$ cat src/rtl/cansec_rx_verify_pkg.sv
// Shared types for the CAN-SEC receive verifier: result codes, FSM states
// and the result-priority helper.
package cansec_pkg;

  localparam logic [1:0] ERR_OK      = 2'd0;
  localparam logic [1:0] ERR_FRESH   = 2'd1;
  localparam logic [1:0] ERR_ICV     = 2'd2;
  localparam logic [1:0] ERR_TIMEOUT = 2'd3;

  typedef enum logic [1:0] {
    IDLE,
    WAIT_ICV,
    RESULT,
    COMMIT
  } state_e;

  // Engine timeout masks everything; a stale FV is reported ahead of a bad ICV.
  function automatic logic [1:0] pick_err(input logic timeout,
                                          input logic fresh_ok,
                                          input logic icv_ok);
    if (timeout)       return ERR_TIMEOUT;
    else if (!fresh_ok) return ERR_FRESH;
    else if (!icv_ok)   return ERR_ICV;
    else                return ERR_OK;
  endfunction

endpackage

$ cat src/rtl/cansec_rx_verify_if.sv
// Frame-parser / ICV-engine / CAN-layer bundle seen by the receive verifier.
interface cansec_rx_verify_if #(
  parameter int NUM_CH = 4,
  parameter int ICV_W  = 128,
  parameter int FV_W   = 32
);
  localparam int CH_W = $clog2(NUM_CH);

  logic             frm_valid;
  logic             frm_sec;
  logic [CH_W-1:0]  frm_ch;
  logic [FV_W-1:0]  frm_fv;
  logic [ICV_W-1:0] frm_icv;
  logic             calc_valid;
  logic [ICV_W-1:0] calc_icv;
  logic             rx_success;
  logic             rx_abort;
  logic             ch_clear;
  logic [CH_W-1:0]  ch_clear_idx;
  logic             busy;
  logic             verify_done;
  logic             security_err;
  logic [1:0]       err_code;
  logic             fv_commit;
  logic [FV_W-1:0]  fv_out;
  logic             overrun;

  modport master (
    output frm_valid, frm_sec, frm_ch, frm_fv, frm_icv, calc_valid, calc_icv,
           rx_success, rx_abort, ch_clear, ch_clear_idx,
    input  busy, verify_done, security_err, err_code, fv_commit, fv_out, overrun
  );

  modport slave (
    input  frm_valid, frm_sec, frm_ch, frm_fv, frm_icv, calc_valid, calc_icv,
           rx_success, rx_abort, ch_clear, ch_clear_idx,
    output busy, verify_done, security_err, err_code, fv_commit, fv_out, overrun
  );
endinterface

$ cat src/rtl/cansec_rx_verify_fv_table.sv
// Per-channel last-accepted freshness value plus "seen" flag; combinational
// read, one write port, one clear port (clear wins on the same channel).
module cansec_fv_table #(
  parameter int NUM_CH = 4,
  parameter int FV_W   = 32,
  localparam int CH_W  = $clog2(NUM_CH)
) (
  input  logic            clk,
  input  logic            g_rst,
  input  logic [CH_W-1:0] rd_idx,
  output logic [FV_W-1:0] rd_fv,
  output logic            rd_seen,
  input  logic            we,
  input  logic [CH_W-1:0] wr_idx,
  input  logic [FV_W-1:0] wr_fv,
  input  logic            clr,
  input  logic [CH_W-1:0] clr_idx
);

  logic [FV_W-1:0]   fv_q   [NUM_CH];
  logic [FV_W-1:0]   fv_d   [NUM_CH];
  logic [NUM_CH-1:0] seen_q;
  logic [NUM_CH-1:0] seen_d;

  always_comb begin
    fv_d   = fv_q;
    seen_d = seen_q;
    if (we) begin
      fv_d[wr_idx]   = wr_fv;
      seen_d[wr_idx] = 1'b1;
    end
    if (clr) begin
      fv_d[clr_idx]   = '0;
      seen_d[clr_idx] = 1'b0;
    end
  end

  always_ff @(posedge clk or posedge g_rst) begin
    if (g_rst) begin
      for (int i = 0; i < NUM_CH; i++) fv_q[i] <= '0;
      seen_q <= '0;
    end else begin
      fv_q   <= fv_d;
      seen_q <= seen_d;
    end
  end

  assign rd_fv   = fv_q[rd_idx];
  assign rd_seen = seen_q[rd_idx];

endmodule

$ cat src/rtl/cansec_rx_verify.sv
// CAN-SEC receive verifier: freshness window check, ICV compare with engine
// timeout, and FV commit once the CAN layer confirms reception.
module cansec_rx_verify
  import cansec_pkg::*;
#(
  parameter int NUM_CH      = 4,
  parameter int ICV_W       = 128,
  parameter int FV_W        = 32,
  parameter int MAX_GAP     = 1024,
  parameter int TIMEOUT_CYC = 256
) (
  input logic               clk,
  input logic               g_rst,
  cansec_rx_verify_if.slave bus
);

  localparam int CH_W  = $clog2(NUM_CH);
  localparam int CNT_W = $clog2(TIMEOUT_CYC);
  localparam logic [CNT_W-1:0] CNT_LAST  = CNT_W'(TIMEOUT_CYC - 1);
  localparam logic [FV_W-1:0]  MAX_GAP_V = FV_W'(MAX_GAP);

  state_e           state_q, state_d;
  logic [CNT_W-1:0] cnt_q, cnt_d;
  logic             fresh_ok_q, fresh_ok_d;
  logic [CH_W-1:0]  ch_q, ch_d;
  logic [FV_W-1:0]  fv_q, fv_d;
  logic [ICV_W-1:0] icv_q, icv_d;
  logic             verify_done_q, verify_done_d;
  logic             security_err_q, security_err_d;
  logic [1:0]       err_code_q, err_code_d;
  logic             fv_commit_q, fv_commit_d;
  logic [FV_W-1:0]  fv_out_q, fv_out_d;
  logic             overrun_q, overrun_d;

  logic [FV_W-1:0]  tbl_rd_fv;
  logic             tbl_rd_seen;
  logic             tbl_we;
  logic [FV_W-1:0]  fv_gap;
  logic             fresh_now;
  logic [1:0]       err_sel;

  cansec_fv_table #(.NUM_CH(NUM_CH), .FV_W(FV_W)) u_fv_table (
    .clk     (clk),
    .g_rst   (g_rst),
    .rd_idx  (bus.frm_ch),
    .rd_fv   (tbl_rd_fv),
    .rd_seen (tbl_rd_seen),
    .we      (tbl_we),
    .wr_idx  (ch_q),
    .wr_fv   (fv_q),
    .clr     (bus.ch_clear),
    .clr_idx (bus.ch_clear_idx)
  );

  // Forward-only window, no wrap: an all-ones history locks the channel out.
  assign fv_gap    = bus.frm_fv - tbl_rd_fv;
  assign fresh_now = !tbl_rd_seen || ((bus.frm_fv > tbl_rd_fv) && (fv_gap <= MAX_GAP_V));

  always_comb begin
    state_d        = state_q;
    cnt_d          = cnt_q;
    fresh_ok_d     = fresh_ok_q;
    ch_d           = ch_q;
    fv_d           = fv_q;
    icv_d          = icv_q;
    verify_done_d  = 1'b0;
    security_err_d = 1'b0;
    err_code_d     = ERR_OK;
    fv_commit_d    = 1'b0;
    fv_out_d       = fv_out_q;
    overrun_d      = 1'b0;
    tbl_we         = 1'b0;
    err_sel        = ERR_OK;

    case (state_q)
      IDLE: begin
        if (bus.frm_valid) begin
          if (bus.frm_sec) begin
            ch_d       = bus.frm_ch;
            fv_d       = bus.frm_fv;
            icv_d      = bus.frm_icv;
            fresh_ok_d = fresh_now;
            cnt_d      = '0;
            state_d    = WAIT_ICV;
          end else begin
            verify_done_d = 1'b1;
          end
        end
      end
      WAIT_ICV: begin
        overrun_d = bus.frm_valid;
        if (bus.rx_abort) begin
          state_d = IDLE;
        end else if (bus.calc_valid || (cnt_q == CNT_LAST)) begin
          err_sel        = pick_err(!bus.calc_valid, fresh_ok_q, bus.calc_icv == icv_q);
          verify_done_d  = 1'b1;
          err_code_d     = err_sel;
          security_err_d = (err_sel != ERR_OK);
          state_d        = RESULT;
        end else begin
          cnt_d = cnt_q + 1'b1;
        end
      end
      RESULT: begin
        overrun_d = bus.frm_valid;
        state_d   = (err_code_q == ERR_OK) ? COMMIT : IDLE;
      end
      COMMIT: begin
        overrun_d = bus.frm_valid;
        if (bus.rx_abort) begin
          state_d = IDLE;
        end else if (bus.rx_success) begin
          state_d = IDLE;
          // A rekey landing on the same channel discards this commit.
          if (!(bus.ch_clear && (bus.ch_clear_idx == ch_q))) begin
            tbl_we      = 1'b1;
            fv_commit_d = 1'b1;
            fv_out_d    = fv_q;
          end
        end
      end
      default: state_d = IDLE;
    endcase
  end

  always_ff @(posedge clk or posedge g_rst) begin
    if (g_rst) begin
      state_q        <= IDLE;
      cnt_q          <= '0;
      fresh_ok_q     <= 1'b0;
      verify_done_q  <= 1'b0;
      security_err_q <= 1'b0;
      err_code_q     <= ERR_OK;
      fv_commit_q    <= 1'b0;
      fv_out_q       <= '0;
      overrun_q      <= 1'b0;
    end else begin
      state_q        <= state_d;
      cnt_q          <= cnt_d;
      fresh_ok_q     <= fresh_ok_d;
      verify_done_q  <= verify_done_d;
      security_err_q <= security_err_d;
      err_code_q     <= err_code_d;
      fv_commit_q    <= fv_commit_d;
      fv_out_q       <= fv_out_d;
      overrun_q      <= overrun_d;
    end
  end

  always_ff @(posedge clk) begin
    ch_q  <= ch_d;
    fv_q  <= fv_d;
    icv_q <= icv_d;
  end

  assign bus.busy         = (state_q != IDLE);
  assign bus.verify_done  = verify_done_q;
  assign bus.security_err = security_err_q;
  assign bus.err_code     = err_code_q;
  assign bus.fv_commit    = fv_commit_q;
  assign bus.fv_out       = fv_out_q;
  assign bus.overrun      = overrun_q;

endmodule
$ cat src/flat_wrapper.sv
// flat-port wrapper written by rule: the top's interface ports become plain ports
module cansec_rx_verify_flat import cansec_pkg::*;
#(
  parameter int NUM_CH      = 4,
  parameter int ICV_W       = 128,
  parameter int FV_W        = 32,
  parameter int MAX_GAP     = 1024,
  parameter int TIMEOUT_CYC = 256
)
  (clk, g_rst, bus_frm_valid, bus_frm_sec, bus_frm_ch, bus_frm_fv, bus_frm_icv, bus_calc_valid, bus_calc_icv, bus_rx_success, bus_rx_abort, bus_ch_clear, bus_ch_clear_idx, bus_busy, bus_verify_done, bus_security_err, bus_err_code, bus_fv_commit, bus_fv_out, bus_overrun);
  cansec_rx_verify_if #(.NUM_CH(NUM_CH), .ICV_W(ICV_W), .FV_W(FV_W)) bus_i ();
  input logic clk;
  input logic g_rst;
  input wire logic [$bits(bus_i.frm_valid)-1:0] bus_frm_valid;
  input wire logic [$bits(bus_i.frm_sec)-1:0] bus_frm_sec;
  input wire logic [$bits(bus_i.frm_ch)-1:0] bus_frm_ch;
  input wire logic [$bits(bus_i.frm_fv)-1:0] bus_frm_fv;
  input wire logic [$bits(bus_i.frm_icv)-1:0] bus_frm_icv;
  input wire logic [$bits(bus_i.calc_valid)-1:0] bus_calc_valid;
  input wire logic [$bits(bus_i.calc_icv)-1:0] bus_calc_icv;
  input wire logic [$bits(bus_i.rx_success)-1:0] bus_rx_success;
  input wire logic [$bits(bus_i.rx_abort)-1:0] bus_rx_abort;
  input wire logic [$bits(bus_i.ch_clear)-1:0] bus_ch_clear;
  input wire logic [$bits(bus_i.ch_clear_idx)-1:0] bus_ch_clear_idx;
  output wire logic [$bits(bus_i.busy)-1:0] bus_busy;
  output wire logic [$bits(bus_i.verify_done)-1:0] bus_verify_done;
  output wire logic [$bits(bus_i.security_err)-1:0] bus_security_err;
  output wire logic [$bits(bus_i.err_code)-1:0] bus_err_code;
  output wire logic [$bits(bus_i.fv_commit)-1:0] bus_fv_commit;
  output wire logic [$bits(bus_i.fv_out)-1:0] bus_fv_out;
  output wire logic [$bits(bus_i.overrun)-1:0] bus_overrun;
  assign bus_i.frm_valid = bus_frm_valid;
  assign bus_i.frm_sec = bus_frm_sec;
  assign bus_i.frm_ch = bus_frm_ch;
  assign bus_i.frm_fv = bus_frm_fv;
  assign bus_i.frm_icv = bus_frm_icv;
  assign bus_i.calc_valid = bus_calc_valid;
  assign bus_i.calc_icv = bus_calc_icv;
  assign bus_i.rx_success = bus_rx_success;
  assign bus_i.rx_abort = bus_rx_abort;
  assign bus_i.ch_clear = bus_ch_clear;
  assign bus_i.ch_clear_idx = bus_ch_clear_idx;
  assign bus_busy = bus_i.busy;
  assign bus_verify_done = bus_i.verify_done;
  assign bus_security_err = bus_i.security_err;
  assign bus_err_code = bus_i.err_code;
  assign bus_fv_commit = bus_i.fv_commit;
  assign bus_fv_out = bus_i.fv_out;
  assign bus_overrun = bus_i.overrun;
  cansec_rx_verify #(.NUM_CH(NUM_CH), .ICV_W(ICV_W), .FV_W(FV_W), .MAX_GAP(MAX_GAP), .TIMEOUT_CYC(TIMEOUT_CYC)) u_core (.clk(clk), .g_rst(g_rst), .bus(bus_i));
endmodule
$ cat config.mk
export PLATFORM = sky130hd
export DESIGN_NAME = cansec_rx_verify_flat
export DESIGN_NICKNAME = d
export VERILOG_FILES = /design/src/rtl/cansec_rx_verify_pkg.sv /design/src/rtl/cansec_rx_verify_if.sv /design/src/rtl/cansec_rx_verify_fv_table.sv /design/src/rtl/cansec_rx_verify.sv /design/src/flat_wrapper.sv
export SDC_FILE = /design/constraint.sdc
export NUM_CORES = 1
export LEC_CHECK = 0
export BUFFER_PORTS_ARGS = -buffer_cell sky130_fd_sc_hd__buf_4
export CORE_MARGIN = 3
export CORE_UTILIZATION = 50
export DETAILED_ROUTE_END_ITERATION = 16
export PLACE_DENSITY = 0.74
export SLEW_MARGIN = 20
export SYNTH_ARGS = -nofsm -noshare
export SYNTH_HDL_FRONTEND = slang
export SYNTH_HIERARCHICAL = 1
export SYNTH_SLANG_ARGS = --single-unit
$ cat constraint.sdc
create_clock -name clk -period 15.75 [get_ports clk]
set_input_delay 3.15 -clock clk [delete_from_list [all_inputs] [get_ports clk]]
set_output_delay 3.15 -clock clk [all_outputs]
set_load 0.005 [all_outputs]
After elaboration in Yosys (flattened, before gate mapping) --
Cells that the tools add are included. W data, S select, Z words.
Operators by class: bitwise logic cells 10, muxes and demuxes 53, multiply operators 0, div/mod/pow operators 0, $add $sub $neg 2, order comparisons 12, equal/unequal tests 12, reduce and logical (&&, ||, !) cells 19, shifts and indexed selects 0
Operators by type and width (number):
- $mux W128 | 2
- $and A128 B128 Y128 | 1
- $bwmux W128 | 1
- $demux W32 S2 | 2
- $eq A128 B128 Y1 | 1
- $mux W32 | 4
- $not A128 Y128 | 1
- $bmux W32 S2 | 1
- $gt A32 B32 Y1 | 1
- $le A32 B11 Y1 const B | 1
- $mux W2 | 16
- $mux W8 | 4
- $sub A32 B32 Y32 | 1
- $pmux W8 S2 | 1
- $mux W1 | 15
- $ge A3 B3 Y1 const B | 3
- $lt A2 B3 Y1 const B | 3
- $not A2 Y3 | 3
- $add A8 B1 Y8 const B | 1
- $eq A8 B8 Y1 const B | 1
- $mux W4 | 2
- $ne A2 B2 Y1 const B | 4
- $pmux W2 S4 | 1
- $reduce_and A4 Y1 | 2
- other kinds (22) | 36
Storage, ports and cells: memories kept 0, register bits after elaboration 343, bits in latches 0, memory bits (writable) 0, output and inout bits 39, ROM bits 0

Depth between registers and ports, before layout --
depth in word-level cells 11, gate-level depth with buffers 16, mapped depth without buffers 12

Cells and area by module --
The synthesis kept the hierarchy.
Modules (own cells, without submodules):
- cansec_rx_verify | area an instance 10425.0 µm², times used 1, cells an instance 837
- cansec_fv_table | area an instance 6185.9 µm², times used 1, cells an instance 621

Worst setup path before layout --
OpenSTA, ideal clock, no wires.
path type input-to-reg, start point input port bus_frm_valid, end point register u_core.cnt_q[7], path slack 5784 ps, arrival time 9607 ps, cell stages on the path 6, setup time 359 ps, buffers on the path 1, path through nor4bb_1 > clkbuf_1 > o21ai_1 > nor4_1 > xnor2_1 > nor2_1
Between the ends: word-level cells in the longest chain between the ends 2
RTL lines:
- start, declared | RTL line flat_wrapper.sv:14 | input wire logic [$bits(bus_i.frm_valid)-1:0] bus_frm_valid;
- $ne A2 B2 Y1 (no source line)
- $reduce_and A5 Y1 (no source line)
- end signal, assigned | RTL line cansec_rx_verify.sv:139 | cnt_q <= cnt_d;
- end, declared | RTL line cansec_rx_verify.sv:23 | logic [CNT_W-1:0] cnt_q, cnt_d;
No other way between the ends. A chain may end at the register's enable or synchronous reset.

Worst setup path in the final report --
start point input port bus_frm_ch[1], end point register u_core.fresh_ok_q
Between the ends: word-level cells in the longest chain between the ends 8, elaborated cells on any way between the ends 12
RTL lines:
- start, declared | RTL line flat_wrapper.sv:16 | input wire logic [$bits(bus_i.frm_ch)-1:0] bus_frm_ch;
- $not A2 Y3 (implied by the code) (*) | RTL line cansec_rx_verify_fv_table.sv:48 | assign rd_fv = fv_q[rd_idx];
- $bmux W32 S2 (*) | RTL line cansec_rx_verify_fv_table.sv:48
- $mux W32 (implied by the code) (*) (2 in a row) | RTL line cansec_rx_verify_fv_table.sv:48
- net u_core.tbl_rd_fv[1] | RTL line cansec_rx_verify.sv:35 | logic [FV_W-1:0] tbl_rd_fv;
- $sub A32 B32 Y32 | RTL line cansec_rx_verify.sv:56 | assign fv_gap = bus.frm_fv - tbl_rd_fv;
- $le A32 B11 Y1 | RTL line cansec_rx_verify.sv:57 | assign fresh_now = !tbl_rd_seen || ((bus.frm_fv > tbl_rd_fv) && (fv_gap <= MAX_GAP_V));
- $logic_and A1 B1 Y1 (*) | RTL line cansec_rx_verify.sv:57
- $logic_or A1 B1 Y1 (*) | RTL line cansec_rx_verify.sv:57
- end signal, assigned | RTL line cansec_rx_verify.sv:140 | fresh_ok_q <= fresh_ok_d;
- end, declared | RTL line cansec_rx_verify.sv:24 | logic fresh_ok_q, fresh_ok_d;
Mark *: on every way through the listed nets, which the timed path passes. The rest lies on a longest branch. The select of a mux whose other input is x is not followed.

==> reports/metrics.csv <==
stage;metric;value;unit
outcome;run_status;finished clean;
placement;dp_hpwl;33810;µm
cts;ctsHoldBuffers;0;
power;pwr-share-comb;18.2;%
timing;timing.fmax;0.1585;GHz
placement;gp_congestion;0.9215;
critical_path;path_cells;buf_4 -> mux4_2 -> inv_1 -> ha_1 -> nor2b_1 -> o31a_1 -> o211a_1 -> o21a_1 -> or3_1 -> a2111oi_0 -> nor4b_2 -> nand4_1 -> nand2_1;
yosys;async_reset_ff_share;52.77;%
timing;fin_tns_setup;0;ns
critical_path;startpoint_type;input port;
critical_path;r2r_setup_slack;12.20;ns
die;die_height;188.3;µm
routing;num_vias;12650;
power;vdd_ir_drop_max;0.0001127;V
timing;fin_crit;6.307;ns
cells_and_area;final_util;63.24;%
routing;ant_nets;0;
cts;tritoncts;built;
power;power_density;118.0;mW/mm²
routing;wire_per_inst;21.01;µm
timing;finalCritPeriodShare;40.05;%
power;clockPowerShare;34.7;%
yosys;syn_nets;1792;
min_path;min-delay-start;u_core/u_fv_table/seen_q[0];
die;die-width;188.3;µm
yosys;yosysTopAreaCell;edfxtp_1;
routing;routed_wl;47330;µm
global_routing;grt_max_degree;68;
placement;portBuffers;338;
yosys;netlist_area;0.01661;mm²
power;power.switching;635.7;µW
cts;htreeDepth;2;
critical_path;endpoint;u_core/fresh_ok_q;
die;design.die.area;0.03545;mm²
cts;ctsResizeCount;0;
critical_path;critPathTopFamily;compound AO/OA/AOI/OAI gates;
critical_path;startpoint;bus_frm_ch[1];
cts;postCtsSetupRepairBufs;0;
timing;slew_violations;0;
timing;hold_viol;0;
cells_and_area;area_growth;24.18;%
die;core_area;0.03262;mm²
routing;drc;0;
cts;clockBufferDepth;3;
critical_path;crit_type;in2reg;
global_routing;antenna_found_initial;2;
timing;clock_skew;0.01026;ns
power;pwr-share-seq;47.1;%
critical_path;rr_endpoint;u_core/icv_q[79];
critical_path;arrival;6.76;ns
timing;finalSetupViolCount;0;
cts;numClockSinks;343;
critical_path;max_stage_delay;0.61;ns
global_routing;grt.total_usage;26.13;%
timing;worst_pin_slew;1.118;ns
yosys;yosys.area.top_type_share;29.29;%
timing;slew_headroom;25.46;%
cts;clk_latency;0.52;ns
yosys;yosys_warnings;6;
routing;drtPass1Iterations;5;
critical_path;r2r_start;u_core/state_q[1];
cells_and_area;nets;2114;
die;initial_utilization;50.92;%
global_routing;grt_pass1_vias;13120;
critical_path;cp.depth;13;
yosys;synthFlopType;dfrtp_1;
flow_run;cap_violations;0;
yosys;synth-edff-count;162;
die;fp-row-count;66;
power;p_int;1798;µW
cts;cts_buffers;38;
die;pin_count;339;
min_path;hold_path_class;reg2reg;
yosys;netlist_instances;1458;
yosys;synth-seq-cells;343;
cts;clock-root-buffer;clkbuf_16;
critical_path;crit_fanout;34;
timing;rsz0062_at_grt;no;
critical_path;cp_num_buf_inv;2;
yosys;ys_top_cells_by_area;edfxtp_1 (29%), dfrtp_1 (27%), nand2_1 (6.6%);
global_routing;grt_pass1_wl;72830;µm
yosys;avgSynthCellArea;11.39;µm²
power;p_leak;0.008524;µW
cells_and_area;drive_gt1_share;28.36;%
routing;drtIter0Drc;943;
yosys;synth.distinct_cells;72;
routing;viasPerCell;5.613;
critical_path;reg2regPathDepth;4;
critical_path;required;16.21;ns
yosys;yosysSeqAreaShare;56.55;%
critical_path;critPathSlowestCell;mux4_2;
cts;clk_pin_slew_worst_paths;0.06;ns
power;p_sw_share;26.12;%
critical_path;crit_path_end_kind;flip-flop;
global_routing;grt_overflow;0;
[cells in the mapped netlist (5+ instances only)]
library cell / instances
o22ai_1: 8
buf_4: 8
nand2b_1: 8
o21a_1: 7
nor2_1: 49
mux2_2: 35
nor4_1: 34
inv_1: 58
buf_2: 14
o21ai_0: 28
nand2_1: 291
a21oi_2: 11
dfrtp_1: 181
a21oi_1: 156
nand4_1: 21
a31oi_1: 7
mux2i_1: 5
xor2_1: 113
nand2_2: 10
nor3_1: 12
buf_6: 13
clkbuf_1: 30
edfxtp_1: 162
xnor2_1: 23
nand3_1: 11
nor2b_1: 5
ha_1: 33
mux4_2: 33
[registers in the layout, summed over array words and instances, names as in the netlist]
| signal | count |
|---|---|
| u_core/bus.err_code | 2 |
| u_core/bus.fv_commit | 1 |
| u_core/bus.fv_out | 32 |
| u_core/bus.overrun | 1 |
| u_core/bus.security_err | 1 |
| u_core/bus.verify_done | 1 |
| u_core/ch_q | 2 |
| u_core/cnt_q | 8 |
| u_core/fresh_ok_q | 1 |
| u_core/fv_q | 32 |
| u_core/icv_q | 128 |
| u_core/state_q | 2 |
| u_core/u_fv_table/fv_q | 128 |
| u_core/u_fv_table/seen_q | 4 |
[metal layers]
layer | up-vias | GRT usage, % | wire [µm]
met2 | 540 | 46.22 | 24130
met4 | 0 | 8.629 | 1396
met5 | - | 0 | 0
li1 | 5840 | - | -
met1 | 6164 | 32.11 | 18140
met3 | 102 | 5.433 | 3662
[logic make-up (layout without fill, tap and decap cells)]
group	after synthesis	in the layout	synth area share [%]
and+or+nand+nor	471	471	12.82
muxes	73	73	7.148
adders and majority gates	34	34	2.606
buffers and inverters	124	475	3.676
other	0	2	0
DFF	343	343	56.55
xor gates and xnor gates	136	136	7.171
AOI/OAI and AO/OA	277	277	10.03
[cells in the final DEF, fill, tap and decap left out, drive strengths merged, types with 4 or more instances in the layout]
master   instances
a21oi          167
nand2b           8
inv             59
and2             4
a31oi            7
clkinv           6
mux2i            5
mux4            33
nand2          301
nor4            34
edfxtp         162
ha              33
nand4           21
o2111ai          4
and3             5
nor3            12
nor2b            5
xnor2           23
o21a             7
nor2            49
o31ai            5
dfrtp          181
clkbuf          59
o22ai            8
mux2            35
buf            348
o21ai           32
nand3           11
a21o             4
o211ai           4
a221oi           4
xor2           113
[worst min-delay path by stage]
stage / end / slack (ns) / depth (start not counted)
after floorplan: u_core/bus.err_code[0] / 0.45 / 1
after global placement: u_core/u_fv_table/seen_q[0] / 0.47 / 2
after detailed placement: u_core/u_fv_table/seen_q[1] / 0.49 / 2
after CTS: u_core/u_fv_table/seen_q[0] / 0.51 / 2
after global routing: u_core/u_fv_table/seen_q[3] / 0.53 / 2
final: u_core/u_fv_table/seen_q[0] / 0.51 / 2
[power by group through the flow]
stage,clock (µW),sequential (µW),combinational (µW)
6_report,843,1150,444
5_1_grt,896,1160,484
4_1_cts,861,1150,446
3_5_place_dp,0,1160,444
3_3_place_gp,0,1160,437
2_1_floorplan,0,1160,234
[worst register-to-register path: stages (launching register included)]
cell and delay, ns:
dfrtp_1 0.48, nor4bb_4 0.45, buf_4 0.58, buf_4 0.86, buf_4 0.77
[through the flow]
stage / setup WS (ns) / total power [µW] / hold WS, ns / instances / area [µm²]
after floorplan: 5.784 / 1394 / 0.4452 / 1458 / 16610
final: 9.443 / 2433 / 0.5075 / 2253 / 20630
after CTS: 9.493 / 2454 / 0.5073 / 2251 / 20620
after global placement: 9.048 / 1595 / 0.4743 / 2182 / 19440
after global routing: 9.307 / 2541 / 0.5266 / 2253 / 20630
after detailed placement: 8.959 / 1607 / 0.4932 / 2182 / 19440
[area by class of cell]
| cell class | instances | area, µm² |
|---|---|---|
| antenna | 2 | 5.005 |
| clock buffer | 59 | 1101 |
| sequential | 343 | 9394 |
| fill | 2580 | 11990 |
| tap | 442 | 553.0 |
| inverter | 58 | 220.2 |
| clock inverter | 10 | 81.33 |
| multi-input combinational | 991 | 6660 |
| timing repair buffer | 348 | 2613 |
Power figures use the tool's default switching activity.
